File: src/rtl/key_debounce.sv
// key_debounce: per-key two-flop synchronizer, stability counter debounce,
// and one-cycle press/release pulses.
// Optional auto-repeat on held keys is enabled by defining the macro
// KEY_DEBOUNCE_REPEAT_EN; the default build has no repeat logic at all.
module key_debounce #(
    parameter int N_KEYS        = 5,
    parameter int DB_CYCLES     = 500000,
    parameter int REPEAT_DELAY  = 25000000,
    parameter int REPEAT_PERIOD = 5000000
) (
    input  logic              clk,
    input  logic              rstb,
    input  logic [N_KEYS-1:0] key_in,
    output logic [N_KEYS-1:0] key_level,
    output logic [N_KEYS-1:0] key_press,
    output logic [N_KEYS-1:0] key_release
);

    localparam int            CW      = $clog2(DB_CYCLES + 1);
    localparam logic [CW-1:0] DB_LAST = CW'(DB_CYCLES - 1);

    logic [N_KEYS-1:0] sync1;
    logic [N_KEYS-1:0] sync2;
    logic [N_KEYS-1:0] toggle;
    logic [N_KEYS-1:0] rep_fire;
    logic [CW-1:0]     db_cnt [N_KEYS];

    // Two-flop synchronizer on the raw switch inputs
    always_ff @(posedge clk or negedge rstb) begin
        if (!rstb) begin
            sync1 <= '0;
            sync2 <= '0;
        end else begin
            sync1 <= key_in;
            sync2 <= sync1;
        end
    end

    // A key flips once its input has differed from the level for DB_CYCLES cycles
    always_comb begin
        toggle = '0;
        for (int i = 0; i < N_KEYS; i++) begin
            toggle[i] = (sync2[i] != key_level[i]) && (db_cnt[i] == DB_LAST);
        end
    end

    // Stability counters: clear on agreement or on acceptance, else count up
    always_ff @(posedge clk or negedge rstb) begin
        if (!rstb) begin
            for (int i = 0; i < N_KEYS; i++) begin
                db_cnt[i] <= '0;
            end
        end else begin
            for (int i = 0; i < N_KEYS; i++) begin
                if ((sync2[i] == key_level[i]) || toggle[i]) begin
                    db_cnt[i] <= '0;
                end else begin
                    db_cnt[i] <= db_cnt[i] + CW'(1);
                end
            end
        end
    end

    // Debounced level and edge pulses, registered together with the toggle
    always_ff @(posedge clk or negedge rstb) begin
        if (!rstb) begin
            key_level   <= '0;
            key_press   <= '0;
            key_release <= '0;
        end else begin
            key_level   <= key_level ^ toggle;
            key_press   <= (toggle & ~key_level) | rep_fire;
            key_release <= toggle & key_level;
        end
    end

`ifdef KEY_DEBOUNCE_REPEAT_EN
    localparam int            REP_MAX   = (REPEAT_DELAY > REPEAT_PERIOD) ? REPEAT_DELAY : REPEAT_PERIOD;
    localparam int            RW        = $clog2(REP_MAX + 1);
    localparam logic [RW-1:0] REP_FIRST = RW'(REPEAT_DELAY - 1);
    localparam logic [RW-1:0] REP_NEXT  = RW'(REPEAT_PERIOD - 1);

    logic [RW-1:0] rep_cnt [N_KEYS];

    // Repeat fires at terminal count while held; suppressed on the release edge
    // so press and release never coincide
    always_comb begin
        rep_fire = '0;
        for (int i = 0; i < N_KEYS; i++) begin
            rep_fire[i] = key_level[i] && !toggle[i] && (rep_cnt[i] == '0);
        end
    end

    // Repeat down-counters: load on accepted press, reload on each repeat, clear when released
    always_ff @(posedge clk or negedge rstb) begin
        if (!rstb) begin
            for (int i = 0; i < N_KEYS; i++) begin
                rep_cnt[i] <= '0;
            end
        end else begin
            for (int i = 0; i < N_KEYS; i++) begin
                if (toggle[i] && !key_level[i]) begin
                    rep_cnt[i] <= REP_FIRST;
                end else if (!key_level[i] || toggle[i]) begin
                    rep_cnt[i] <= '0;
                end else if (rep_cnt[i] == '0) begin
                    rep_cnt[i] <= REP_NEXT;
                end else begin
                    rep_cnt[i] <= rep_cnt[i] - RW'(1);
                end
            end
        end
    end
`else
    // No auto-repeat: only accepted presses produce key_press
    always_comb begin
        rep_fire = '0;
    end
`endif

endmodule

File: config.mk
export PLATFORM = sky130hd
export DESIGN_NAME = key_debounce
export DESIGN_NICKNAME = d
export VERILOG_FILES = /design/src/rtl/key_debounce.sv
export SDC_FILE = /design/constraint.sdc
export NUM_CORES = 1
export LEC_CHECK = 0
export ABC_AREA = 1
export BUFFER_PORTS_ARGS = -buffer_cell sky130_fd_sc_hd__clkbuf_2
export CAP_MARGIN = 25
export CORE_ASPECT_RATIO = 0.8
export CORE_MARGIN = 2
export CORE_UTILIZATION = 40
export DETAILED_ROUTE_END_ITERATION = 6
export SYNTH_ARGS = -nofsm -noshare
export SYNTH_HDL_FRONTEND = slang
export SYNTH_SLANG_ARGS = --single-unit
File: constraint.sdc
create_clock -name clk -period 2.2 [get_ports clk]
set_input_delay 0.33 -clock clk [delete_from_list [all_inputs] [get_ports clk]]
set_output_delay 0.33 -clock clk [all_outputs]
set_load 0.02 [all_outputs]
# Word level (Yosys, flattened, before mapping)
# Index checks and enable logic that the tools add are counted.
[word_totals]
register_bits = 120
in_bits = 7
out_inout_bits = 15
word_cells = 49
[classes]
n_addsub = 5
n_eq_ne = 15
mux = 5
n_bitwise = 4
reduce_logical = 10
[op_table]
columns = ["operator", "count"]
rows = [
  ["19-bit by 1-bit adder with 19-bit output, second input constant", 5],
  ["19-bit == test, second input constant", 5],
  ["19-bit two-way mux", 5],
  ["5-bit AND", 2],
  ["1-bit == test", 5],
  ["1-bit logical AND", 5],
  ["1-bit logical OR", 5],
  ["1-bit inequality test", 5],
  ["5-bit NOT", 1],
  ["5-bit XOR", 1],
]

# Depth between registers and ports, before layout
[depth]
depth_word = 4
depth_mapped = 9
mapped_depth_nobuf = 9

# Worst setup path before layout
# Ideal clock, no wire load.
[synth_timing]
kind = "reg-to-reg"
start = "register db_cnt[0] in the netlist's numbering"
end = "register db_cnt[2] in the netlist's numbering"
setup_time_ps = 120
arrival_ps = 1256
slack_ps = 824
path_stages_with_launch = 8
n_path_buf = 1
cell_sequence = "dfrtp_1 -> ha_1 -> nand2_1 -> nor2_1 -> nand3_1 -> nand2_2 -> buf_6 -> nor2_1"
[synth_via]
elab_chain_len = 4
word_cells_on_any_way = 5
classes_between = "add/sub (1); eq/ne (1); mux (1); reduce/logical (2)"
[synth_rtl]
columns = ["element", "line_no", "source"]
rows = [
  ["from (decl)", "26", "logic [CW-1:0] db_cnt [N_KEYS];"],
  ["from (signal, indexed assignment)", "58", "db_cnt[i] <= db_cnt[i] + CW'(1);"],
  ["parallel branches: the longest is 3 deep, another holds 19-bit by 1-bit adder with 19-bit output", "n/a", ""],
  ["19-bit two-way mux (*)", "55", "if ((sync2[i] == key_level[i]) || toggle[i]) begin"],
]
# Mark *: on every way between the ends.

# Worst setup path in the final report
[layout_timing]
start = "register db_cnt[0] in the netlist's numbering"
end = "register db_cnt[15] in the netlist's numbering"
# The elaborated chain is that of the path after synthesis.

==> results by group <==
Critical path
  – Delay-heaviest family, CP: simple AND/OR/NAND/NOR gates
  – Worst path most repeated cell: nor2_1
  – CP required: 2.49 ns
  – CP Cell Sequence: ha_1 > nand2_1 > nor2_1 > nand3_1 > nand2_2 > nor2_1
  – Worst r2r dst: db_cnt[15]$_DFF_PN0_
  – CP Buf/Inv Count: 0
  – CP Capture Type: flop
  – WP data arrival: 1.84 ns
  – Critical-path top delay cell: dfrtp_1
  – R2R setup slack: 0.65 ns
  – CP Class: flop to flop
  – Max incr delay on CP: 0.36 ns
  – Startpoint Class: flop
  – Worst Reg-to-Reg Cells: 6
  – Biggest fanout along the worst timing path: 19
  – Worst r2r src: db_cnt[0]$_DFF_PN0_

Place
  – HPWL Detailed: 8680 um
  – Placer Congestion: slightly above 0.8
  – Placed cell area: roughly 6600 um2
  – PortBufs: 21

Clock network
  – Worst-skew pair later-pin latency: 0.42 ns
  – H-tree levels: 4
  – # resized after CTS: 0
  – CTS max path bufs: 2
  – Clock root buffer: clkbuf_16
  – Post-CTS setup buffers: 0
  – Number of buffers created by CTS: 17
  – TritonCTS clock tree: yes
  – # clock sinks: 120
  – Reg clk slew, reported paths: 0.06 ns

Cells and area
  – Most common cell after layout, fill and taps aside: nor2_1
  – Area Overhead vs Synth: 15.7%
  – Commonest non-fill, non-tap cells in the layout: 217 x nor2_1, 193 x nand2_1, 120 x dfrtp_1
  – Layout cells sized above 1: 10.6%
  – Post-Route Utilization: about 48%
  – N_diodes: 0
  – Post-layout instance area: 7210 um2
  – Final Net Count: around 860

Timing
  – Worst-margin pin slew: 0.575 ns
  – Max transition margin: 61.7%
  – RSZ-0062 raised after global routing: no
  – Fin Setup TNS: 0 ns
  – Final setup vio count: 0
  – Final worst path period share: just over 70%
  – Min Clock Period, post-route: 1.55 ns
  – Final hold violations: 0
  – FMAX: 0.644 GHz
  – Max Slew Vio Count: 0
  – Fin Clk Skew: between 0.006 and 0.007 ns

Power
  – P per Cell Area: 726 nW/um2
  – P_sw: 0.00117 W
  – Internal power: between 0.004 and 0.005 W
  – Sw frac: 22.4%
  – Share of power burned in registers: a little over two fifths
  – Maximum vdd ir drop: 0.431 mV
  – Lkg Pwr: roughly 3.2 nW
  – Clk network pwr share: 53.9%
  – Comb power frac: 2.9%

Global route
  – Initial antenna violation count: 0
  – Congestion Overflow GR: 0
  – Vias in the first global route: 4519
  – Largest net degree at the start of global routing: 44
  – GRT Total Usage: 16.7%
  – First-pass GRT wire length: 21800 um

Drt
  – First-pass DRT Iterations: 4
  – First-iteration detailed-routing DRC count: 424
  – DRC viols: 0
  – WL per Instance: 11.6 um
  – Via/cell ratio: 4.55
  – Post-Route WL: 12400 um
  – Routed Antenna Nets: 0
  – DR vias: 4856

Worst hold path
  – Hold endpoint: sync1[1]$_DFF_PN0_
  – Hold depth: 1
  – Hold wc startpoint: key_in[1]
  – Hold Path Class: input port to flop

Floorplanning
  – FP Rows: 40
  – Die Span Y: 116 um
  – Initial core utilization: 41.3%
  – DIE AREA: 16600 um2
  – Core ar.: 15100 um2
  – Die extent in x: 144 um
  – Top-Level Pins: 22

Synthesis
  – Synth warnings: 0
  – Sequential fraction of the synthesis area: 48.2%
  – Yosys reg bits: 120
  – Post-synth top area share: about 48%
  – Syn_nets: 817
  – Synth top area cells: dfrtp_1 48%, nor2_1 13%, nand2_1 12%
  – Synth unique cells: 23
  – Synthesized instance count: 805
  – Synth Area per Inst: 7.75 um2
  – Most area-hungry cell type in the Yosys netlist: dfrtp_1
  – Mapped Area: between 6000 and 7000 um2

Status
  – Run status: complete, no violations

Flow run
  – MaxCap Viol Count: 0
[worst max-delay path by stage]
| stage | startpoint | to | slack [ns] | cells after the start |
|---|---|---|---|---|
| floorplan | db_cnt[0]$_DFF_PN0_ | db_cnt[2]$_DFF_PN0_ | 0.82 | 7 |
| global placement | db_cnt[19]$_DFF_PN0_ | db_cnt[35]$_DFF_PN0_ | 0.66 | 6 |
| detailed placement | db_cnt[0]$_DFF_PN0_ | db_cnt[15]$_DFF_PN0_ | 0.62 | 6 |
| CTS | db_cnt[0]$_DFF_PN0_ | db_cnt[11]$_DFF_PN0_ | 0.62 | 6 |
| global route | db_cnt[19]$_DFF_PN0_ | db_cnt[29]$_DFF_PN0_ | 0.49 | 6 |
| finish | db_cnt[0]$_DFF_PN0_ | db_cnt[15]$_DFF_PN0_ | 0.65 | 6 |
[final cells by class]
type                       instances  area (um2)
clock buffer                      17         425
multi-input combinational        599        2870
timing repair buffer              25         168
sequential                       120        3000
clock inverter                    15         179
inverter                          81         304
tap                              210         263
fill                            1504        7900
[per-layer routing]
metal	part of all wire (%)	track usage [%]	vias up
met1	54	24.9	2196
met3	4.4	4.26	13
li1	-	-	2558
met4	1.5	6.27	0
met5	0	0	-
met2	40	23.3	89
[power by group through the flow]
stage	Combinational (W)	Sequential [W]	Clock [W]
after floorplan	0.0000840	0.00230	0
after global placement	0.000153	0.00230	0
after detailed placement	0.000155	0.00230	0
after CTS	0.000159	0.00226	0.00290
after global routing	0.000181	0.00227	0.00300
final	0.000151	0.00226	0.00282
[state kept, by name, indices dropped and copies added, names as in the netlist, named ones only]
name	count
db_cnt	95
key_press	5
key_release	5
sync1	5
sync2	5
[synthesized netlist by cell type]
library cell and number:
dfrtp_1 120, nor2_4 7, nand2_4 4, inv_2 2
or2_2 2, nor3_1 7, nand2_1 193, nand2_2 10
nor2_2 7, nand3_2 4, buf_6 5, xnor2_1 17
ha_1 5, xor2_1 36, and2_1 9, nor4_1 1
a21oi_1 4, nand3_1 52, nand4_1 18, o21ai_0 5
o21bai_1 1, inv_1 79, nor2_1 217
[cells by family (layout without fill, tap and decap cells)]
family,count (synthesis),after routing,synth area share [%]
and+or+nand+nor,531,531,36.8
DFF,120,120,48.2
buffers and inverters,86,138,5.78
xor gates and xnor gates,53,53,7.45
AOI/OAI and AO/OA,10,10,0.843
adders and majority gates,5,5,1.00
[worst register-to-register path: cells and delay by family, from the launching register on]
kind	cells	cell delay, ns
fa+ha+maj	1	0.23
flops	1	0.36
simple gates	5	0.83
[what timing repair did]
action / in CTS / in global routing
setup endpoints to repair: 0 / 0
endpoints found under the hold margin: 42 / 0
hold buffers: 2 / 0
[per-stage QoR]
stage	setup WS, ns	total power [W]	hold slack (ns)	std cells
3_5_place_dp	0.620	0.00246	0.335	1033
2_1_floorplan	0.824	0.00238	0.0344	805
5_1_grt	0.485	0.00545	0.00314	1067
4_1_cts	0.620	0.00532	0.00184	1067
3_3_place_gp	0.662	0.00246	0.333	1033
6_report	0.648	0.00524	0.0196	1067
(Power assumes the default switching activity.)
